--- src/rtl/lsu_arb_pkg.sv ---
// Shared types and helpers for the LSU data-memory arbiter.
package lsu_arb_pkg;

    typedef enum logic [1:0] {
        IDLE,
        READ_WAIT,
        WRITE_WAIT,
        RELAY
    } channel_state_t;

    // Round-robin pointer width; never zero so single-requester builds still elaborate.
    function automatic int unsigned ptr_bits(input int unsigned n);
        return (n > 1) ? $clog2(n) : 1;
    endfunction

endpackage

--- src/rtl/rr_pick.sv ---
// Combinational round-robin picker: first set bit of req at or after ptr, wrapping to 0.
module rr_pick
    import lsu_arb_pkg::*;
#(
    parameter int unsigned N  = 4,
    parameter int unsigned PW = ptr_bits(N)
) (
    input  logic [N-1:0]  req,
    input  logic [PW-1:0] ptr,
    output logic          found,
    output logic [PW-1:0] idx
);

    // Pass one scans ptr..N-1, pass two wraps and scans from 0.
    always_comb begin
        found = 1'b0;
        idx   = '0;
        for (int j = 0; j < int'(N); j++) begin
            if (!found && req[j] && (j >= int'(ptr))) begin
                found = 1'b1;
                idx   = PW'(j);
            end
        end
        for (int j = 0; j < int'(N); j++) begin
            if (!found && req[j]) begin
                found = 1'b1;
                idx   = PW'(j);
            end
        end
    end

endmodule

--- src/rtl/lsu_mem_arbiter.sv ---
// Round-robin arbiter sharing NUM_CHANNELS data-memory channels between per-thread LSUs.
module lsu_mem_arbiter
    import lsu_arb_pkg::*;
#(
    parameter int unsigned ADDR_BITS     = 8,
    parameter int unsigned DATA_BITS     = 8,
    parameter int unsigned NUM_CONSUMERS = 4,
    parameter int unsigned NUM_CHANNELS  = 1
) (
    input  logic                                     clk,
    input  logic                                     reset,
    input  logic [NUM_CONSUMERS-1:0]                 consumer_read_valid,
    input  logic [NUM_CONSUMERS-1:0][ADDR_BITS-1:0]  consumer_read_address,
    output logic [NUM_CONSUMERS-1:0]                 consumer_read_ready,
    output logic [NUM_CONSUMERS-1:0][DATA_BITS-1:0]  consumer_read_data,
    input  logic [NUM_CONSUMERS-1:0]                 consumer_write_valid,
    input  logic [NUM_CONSUMERS-1:0][ADDR_BITS-1:0]  consumer_write_address,
    input  logic [NUM_CONSUMERS-1:0][DATA_BITS-1:0]  consumer_write_data,
    output logic [NUM_CONSUMERS-1:0]                 consumer_write_ready,
    output logic [NUM_CHANNELS-1:0]                  mem_read_valid,
    output logic [NUM_CHANNELS-1:0][ADDR_BITS-1:0]   mem_read_address,
    input  logic [NUM_CHANNELS-1:0]                  mem_read_ready,
    input  logic [NUM_CHANNELS-1:0][DATA_BITS-1:0]   mem_read_data,
    output logic [NUM_CHANNELS-1:0]                  mem_write_valid,
    output logic [NUM_CHANNELS-1:0][ADDR_BITS-1:0]   mem_write_address,
    output logic [NUM_CHANNELS-1:0][DATA_BITS-1:0]   mem_write_data,
    input  logic [NUM_CHANNELS-1:0]                  mem_write_ready
);

    localparam int unsigned PW = ptr_bits(NUM_CONSUMERS);

    channel_state_t                          state_q [NUM_CHANNELS];
    channel_state_t                          state_d [NUM_CHANNELS];
    logic [NUM_CHANNELS-1:0][PW-1:0]         owner_q, owner_d;
    logic [NUM_CONSUMERS-1:0]                claim_q, claim_d;
    logic [PW-1:0]                           ptr_q, ptr_d;
    logic [NUM_CONSUMERS-1:0]                c_rr_q, c_rr_d, c_wr_q, c_wr_d;
    logic [NUM_CONSUMERS-1:0][DATA_BITS-1:0] c_rd_q, c_rd_d;
    logic [NUM_CHANNELS-1:0]                 m_rv_q, m_rv_d, m_wv_q, m_wv_d;
    logic [NUM_CHANNELS-1:0][ADDR_BITS-1:0]  m_ra_q, m_ra_d, m_wa_q, m_wa_d;
    logic [NUM_CHANNELS-1:0][DATA_BITS-1:0]  m_wd_q, m_wd_d;

    logic [NUM_CONSUMERS-1:0]        pending;
    logic [NUM_CHANNELS-1:0]         grant;
    logic [NUM_CHANNELS-1:0][PW-1:0] grant_idx;
    logic [PW-1:0]                   ptr_next;

    assign pending = (consumer_read_valid | consumer_write_valid) & ~claim_q;

    // Channels pick in ascending order; each stage removes its pick and advances the pointer.
    for (genvar c = 0; c < NUM_CHANNELS; c++) begin : g_ch
        logic [NUM_CONSUMERS-1:0] avail_in;
        logic [PW-1:0]            ptr_in, ptr_out, idx;
        logic                     found, gnt;

        if (c == 0) begin : g_head
            assign avail_in = pending;
            assign ptr_in   = ptr_q;
        end else begin : g_link
            assign avail_in = g_ch[c-1].g_fwd.avail_out;
            assign ptr_in   = g_ch[c-1].ptr_out;
        end

        rr_pick #(
            .N  (NUM_CONSUMERS),
            .PW (PW)
        ) u_pick (
            .req   (avail_in),
            .ptr   (ptr_in),
            .found (found),
            .idx   (idx)
        );

        assign gnt     = found && (state_q[c] == IDLE);
        assign ptr_out = !gnt ? ptr_in :
                         (idx == PW'(NUM_CONSUMERS - 1)) ? '0 : idx + PW'(1);

        if (c < NUM_CHANNELS - 1) begin : g_fwd
            logic [NUM_CONSUMERS-1:0] avail_out;
            assign avail_out = gnt ? (avail_in & ~(NUM_CONSUMERS'(1) << idx)) : avail_in;
        end

        assign grant[c]     = gnt;
        assign grant_idx[c] = idx;
    end

    assign ptr_next = g_ch[NUM_CHANNELS-1].ptr_out;

    // Per-channel next state plus the shared claim mask and relayed handshake registers.
    always_comb begin
        state_d = state_q;
        owner_d = owner_q;
        claim_d = claim_q;
        ptr_d   = ptr_next;
        c_rr_d  = c_rr_q;
        c_wr_d  = c_wr_q;
        c_rd_d  = c_rd_q;
        m_rv_d  = m_rv_q;
        m_wv_d  = m_wv_q;
        m_ra_d  = m_ra_q;
        m_wa_d  = m_wa_q;
        m_wd_d  = m_wd_q;
        for (int c = 0; c < int'(NUM_CHANNELS); c++) begin
            unique case (state_q[c])
                IDLE: begin
                    if (grant[c]) begin
                        owner_d[c]              = grant_idx[c];
                        claim_d[grant_idx[c]]   = 1'b1;
                        // Read wins when both are raised; the write is picked up later.
                        if (consumer_read_valid[grant_idx[c]]) begin
                            state_d[c] = READ_WAIT;
                            m_rv_d[c]  = 1'b1;
                            m_ra_d[c]  = consumer_read_address[grant_idx[c]];
                        end else begin
                            state_d[c] = WRITE_WAIT;
                            m_wv_d[c]  = 1'b1;
                            m_wa_d[c]  = consumer_write_address[grant_idx[c]];
                            m_wd_d[c]  = consumer_write_data[grant_idx[c]];
                        end
                    end
                end
                READ_WAIT: begin
                    if (mem_read_ready[c]) begin
                        m_rv_d[c]            = 1'b0;
                        c_rd_d[owner_q[c]]   = mem_read_data[c];
                        c_rr_d[owner_q[c]]   = 1'b1;
                        state_d[c]           = RELAY;
                    end
                end
                WRITE_WAIT: begin
                    if (mem_write_ready[c]) begin
                        m_wv_d[c]            = 1'b0;
                        c_wr_d[owner_q[c]]   = 1'b1;
                        state_d[c]           = RELAY;
                    end
                end
                RELAY: begin
                    // The raised ready tells which request kind this channel is relaying.
                    if (c_rr_q[owner_q[c]]) begin
                        if (!consumer_read_valid[owner_q[c]]) begin
                            c_rr_d[owner_q[c]]  = 1'b0;
                            claim_d[owner_q[c]] = 1'b0;
                            state_d[c]          = IDLE;
                        end
                    end else if (!consumer_write_valid[owner_q[c]]) begin
                        c_wr_d[owner_q[c]]  = 1'b0;
                        claim_d[owner_q[c]] = 1'b0;
                        state_d[c]          = IDLE;
                    end
                end
                default: state_d[c] = IDLE;
            endcase
        end
    end

    // State and output registers with synchronous reset.
    always_ff @(posedge clk) begin
        if (reset) begin
            for (int c = 0; c < int'(NUM_CHANNELS); c++) begin
                state_q[c] <= IDLE;
            end
            owner_q <= '0;
            claim_q <= '0;
            ptr_q   <= '0;
            c_rr_q  <= '0;
            c_wr_q  <= '0;
            c_rd_q  <= '0;
            m_rv_q  <= '0;
            m_wv_q  <= '0;
            m_ra_q  <= '0;
            m_wa_q  <= '0;
            m_wd_q  <= '0;
        end else begin
            state_q <= state_d;
            owner_q <= owner_d;
            claim_q <= claim_d;
            ptr_q   <= ptr_d;
            c_rr_q  <= c_rr_d;
            c_wr_q  <= c_wr_d;
            c_rd_q  <= c_rd_d;
            m_rv_q  <= m_rv_d;
            m_wv_q  <= m_wv_d;
            m_ra_q  <= m_ra_d;
            m_wa_q  <= m_wa_d;
            m_wd_q  <= m_wd_d;
        end
    end

    assign consumer_read_ready  = c_rr_q;
    assign consumer_read_data   = c_rd_q;
    assign consumer_write_ready = c_wr_q;
    assign mem_read_valid       = m_rv_q;
    assign mem_read_address     = m_ra_q;
    assign mem_write_valid      = m_wv_q;
    assign mem_write_address    = m_wa_q;
    assign mem_write_data       = m_wd_q;

endmodule

--- config.mk ---
export PLATFORM = sky130hd
export DESIGN_NAME = lsu_mem_arbiter
export DESIGN_NICKNAME = d
export VERILOG_FILES = /design/src/rtl/lsu_arb_pkg.sv /design/src/rtl/rr_pick.sv /design/src/rtl/lsu_mem_arbiter.sv
export SDC_FILE = /design/constraint.sdc
export NUM_CORES = 1
export LEC_CHECK = 0
export ABC_AREA = 1
export CAP_MARGIN = 25
export CORE_AREA = 2 2 107 109
export CTS_CLUSTER_SIZE = 16
export DETAILED_ROUTE_END_ITERATION = 8
export DIE_AREA = 0 0 109 111
export GPL_TIMING_DRIVEN = 0
export PLACE_DENSITY = 0.76
export SLEW_MARGIN = 20
export SYNTH_ARGS = -nofsm -noshare
export SYNTH_HDL_FRONTEND = slang
export SYNTH_SLANG_ARGS = --single-unit
--- constraint.sdc ---
create_clock -name clk -period 1.49 [get_ports clk]
set_input_delay 0.149 -clock clk [delete_from_list [all_inputs] [get_ports clk]]
set_output_delay 0.149 -clock clk [all_outputs]
set_load 0.01 [all_outputs]
==> key figures <==
Worst setup path
  • Critical path's slowest cell: dfxtp_2
  • Critical Path End Type: flip-flop
  • Buf/Inv on CP: 2
  • Crit Path Class: flip-flop to flip-flop
  • Critical Path Source Type: flip-flop
  • Critical path fanouts, max: 4
  • CP Data Required Time: approximately 1800 ps
  • Crit-path max cell delay: 340 ps
  • Worst path most repeated cell: nor2_4
  • Crit path cell chain: nor2_2 > nand3_4 > nand2_2 > nor2_4 > buf_4 > nand4_1 > buf_4 > nor2_4 > nor2_4 > nand3_1 > a21oi_1
  • Worst path arrival time: 2070 ps
  • CP top delay family: simple AND/OR/NAND/NOR gates

Yosys
  • Synthesized area: 4090 sq um
  • Post-synthesis net count: approximately 750
  • Synthesis warning total: 0
  • Top cells by area, synth: dfxtp_1 (37%), nor2_1 (17%), o21ai_0 (12%), nand2_1 (7.1%), inv_1 (5.0%)
  • Yosys cell types: 29
  • Register area share after synthesis: 0.372
  • Number of synthesized register bits: between 70 and 80
  • Syn avg cell area: 6.51 sq um
  • Post-Synthesis Cells: 629
  • Synth top area share: 0.372
  • Area leader, netlist: dfxtp_1

Timing
  • Slew headroom: 0.636
  • Final setup margin: -322 ps
  • Setup TNS: -10160 ps
  • Fmax: 0.552 GHz
  • Minimum clock period after layout: 1810 ps
  • Slew Limit Fails: 0
  • Hold slack: about 410 ps
  • Unrepaired setup endpoints after global routing: yes
  • Final Hold Fails: 0
  • Clock skew: 7.78 ps
  • Final period util: 1.22
  • Final setup vio count: 44
  • Worst Max-Slew Pin Slew: 546 ps

Clocking
  • Clock-pin slew on the worst setup and hold paths: 60 ps
  • H-tree Lvls: 3
  • Max Root-Sink Buffers: 2
  • CTS tree: done
  • Clock buffer count from CTS: 9
  • Root buffer cell: clkbuf_16
  • Latest clock arrival within the worst-skew pair: 340 ps
  • Num Clock Sinks: 76

Global route
  • Largest net degree at the start of global routing: 14
  • Total grt overflow: 0
  • Global-route usage over all layers: 0.237
  • First-pass GRT wire length: between 20 and 25 mm
  • Vias in the first global route: 4570
  • Initial antenna violation count: 0

Die
  • Number of I/O pins: 182
  • Die height: 111 um
  • Core footprint: between 10000 and 15000 sq um
  • Die width: 109 um
  • Cell Rows: 39
  • Starting Density: 0.370
  • Die area: 12100 sq um

Status
  • Failing checks: negative setup slack
  • Status: finished with violations

Power and ir drop
  • Leakage power: 2.99 nW
  • Power Density: 1970 nW/um^2
  • Comb pwr share: 0.618
  • Switching fraction of total power: 0.436
  • Register share of total power: 0.210
  • Power share of the clock group: 0.172
  • Internal Power: 7.76 mW
  • Psw: between 6 and 7 mW
  • Peak supply drop: 1.14 mV

Cells and area
  • Share of cells above drive strength 1: 0.174
  • Final Cell Area: 7000 sq um
  • # nets final: 974
  • Most common cell after layout, fill and taps aside: clkdlybuf4s50_1
  • Most frequent cells in the layout: clkdlybuf4s50_1 (177), nor2_1 (171), o21ai_0 (70), dfxtp_1 (67), nand2_1 (65)
  • Diode count: 0
  • Fin util: 0.632
  • Layout Area Growth over Synthesis: 71.1%

Route
  • Final WL: approximately 15 mm
  • Vias per cell: 4.89
  • WL per Instance: 15.2 um
  • Via count: 4877
  • Initial DRT Pass Iterations: 5
  • Drc violations: 0
  • Antenna-violating nets left: 0
  • Initial DRC Count: 245

Placement
  • GP Congestion: ~0.87
  • Post-DP Area: between 6000 and 7000 sq um
  • Port Buffers: 181
  • Detailed placement HPWL: 10.6 mm
  • Dpl ws: -726 ps

Job
  • Max-cap viol count: 0

Min path
  • Min-delay worst type: input pin to flip-flop
[layer usage]
metal | vias to the layer above | GRT usage | routed length (um)
met5 | - | 0 | 0
met4 | 0 | 0.0744 | 201
met3 | 17 | 0.0852 | 1680
met2 | 192 | 0.400 | 7080
met1 | 2192 | 0.277 | 6230
li1 | 2476 | - | -
[cell usage after synthesis]
master	instances
nor2_1	189
o21ai_0	99
nand2_1	77
dfxtp_1	76
inv_1	55
o22ai_1	25
a21oi_1	20
nand3_1	15
buf_2	11
clkbuf_1	11
ha_1	8
o21ai_1	7
nand2_2	5
inv_2	4
nand3_2	4
buf_4	3
buf_6	3
nand3_4	3
a22oi_1	2
clkinv_1	2
nand2_4	2
inv_4	1
nand2b_1	1
nand4_1	1
nand4_2	1
nor2_4	1
o211ai_1	1
o21a_1	1
o21bai_2	1
[layout make-up]
type                       instances  area (sq um)
sequential                        76          1540
fill                             995          4070
tap                              143           179
clock buffer                      11           233
clock inverter                     5          85.1
inverter                          62           254
multi-input combinational        463          2410
buffer                            26           234
timing repair buffer             212          2060
[timing repair]
item / in CTS / in global routing
pin swaps: 20 / 13
gates cloned: 2 / 1
setup buffers: 15 / 13
resized for setup: 107 / 24
setup endpoints to repair: 76 / 65
hold buffers: 0 / 0
[power groups by stage]
stage,registers [mW],clock network (mW),logic [mW]
floorplan,2.97,0,4.44
global placement,2.82,0,6.91
detailed placement,2.84,0,6.95
CTS,2.87,2.40,7.99
global route,2.94,2.48,9.30
finish,2.89,2.37,8.50
[cell families (layout without fill, tap and decap cells)]
group	Yosys count	count (layout)	share of synthesized area
AND/OR/NAND/NOR	299	299	0.307
AO/OA/AOI/OAI	156	156	0.202
adder cells (fa/ha/maj)	8	8	0.0245
flip-flops	76	76	0.372
buffers and inverters	90	316	0.0947
[per-stage QoR]
stage | cells | total power [mW]
floorplan | 629 | 7.41
global placement | 953 | 9.73
detailed placement | 953 | 9.78
CTS | 984 | 13.3
global route | 998 | 14.7
finish | 998 | 13.8
[final timing paths]
check | from | end | slack [ps] | depth (start not counted)
worst max-delay path | g_ch[0].ptr_in[1]$_SDFFE_PP0P_ | claim_q[0]$_SDFFE_PP0P_ | -320 | 11
worst max register to register | g_ch[0].ptr_in[1]$_SDFFE_PP0P_ | claim_q[0]$_SDFFE_PP0P_ | -320 | 11
worst min-delay path | reset | flip-flop | 410 | 2
worst min register to register | mem_write_valid$_SDFFE_PP0P_ | mem_write_valid$_SDFFE_PP0P_ | 480 | 2
Note: power is estimated with default switching activity, not from simulation.
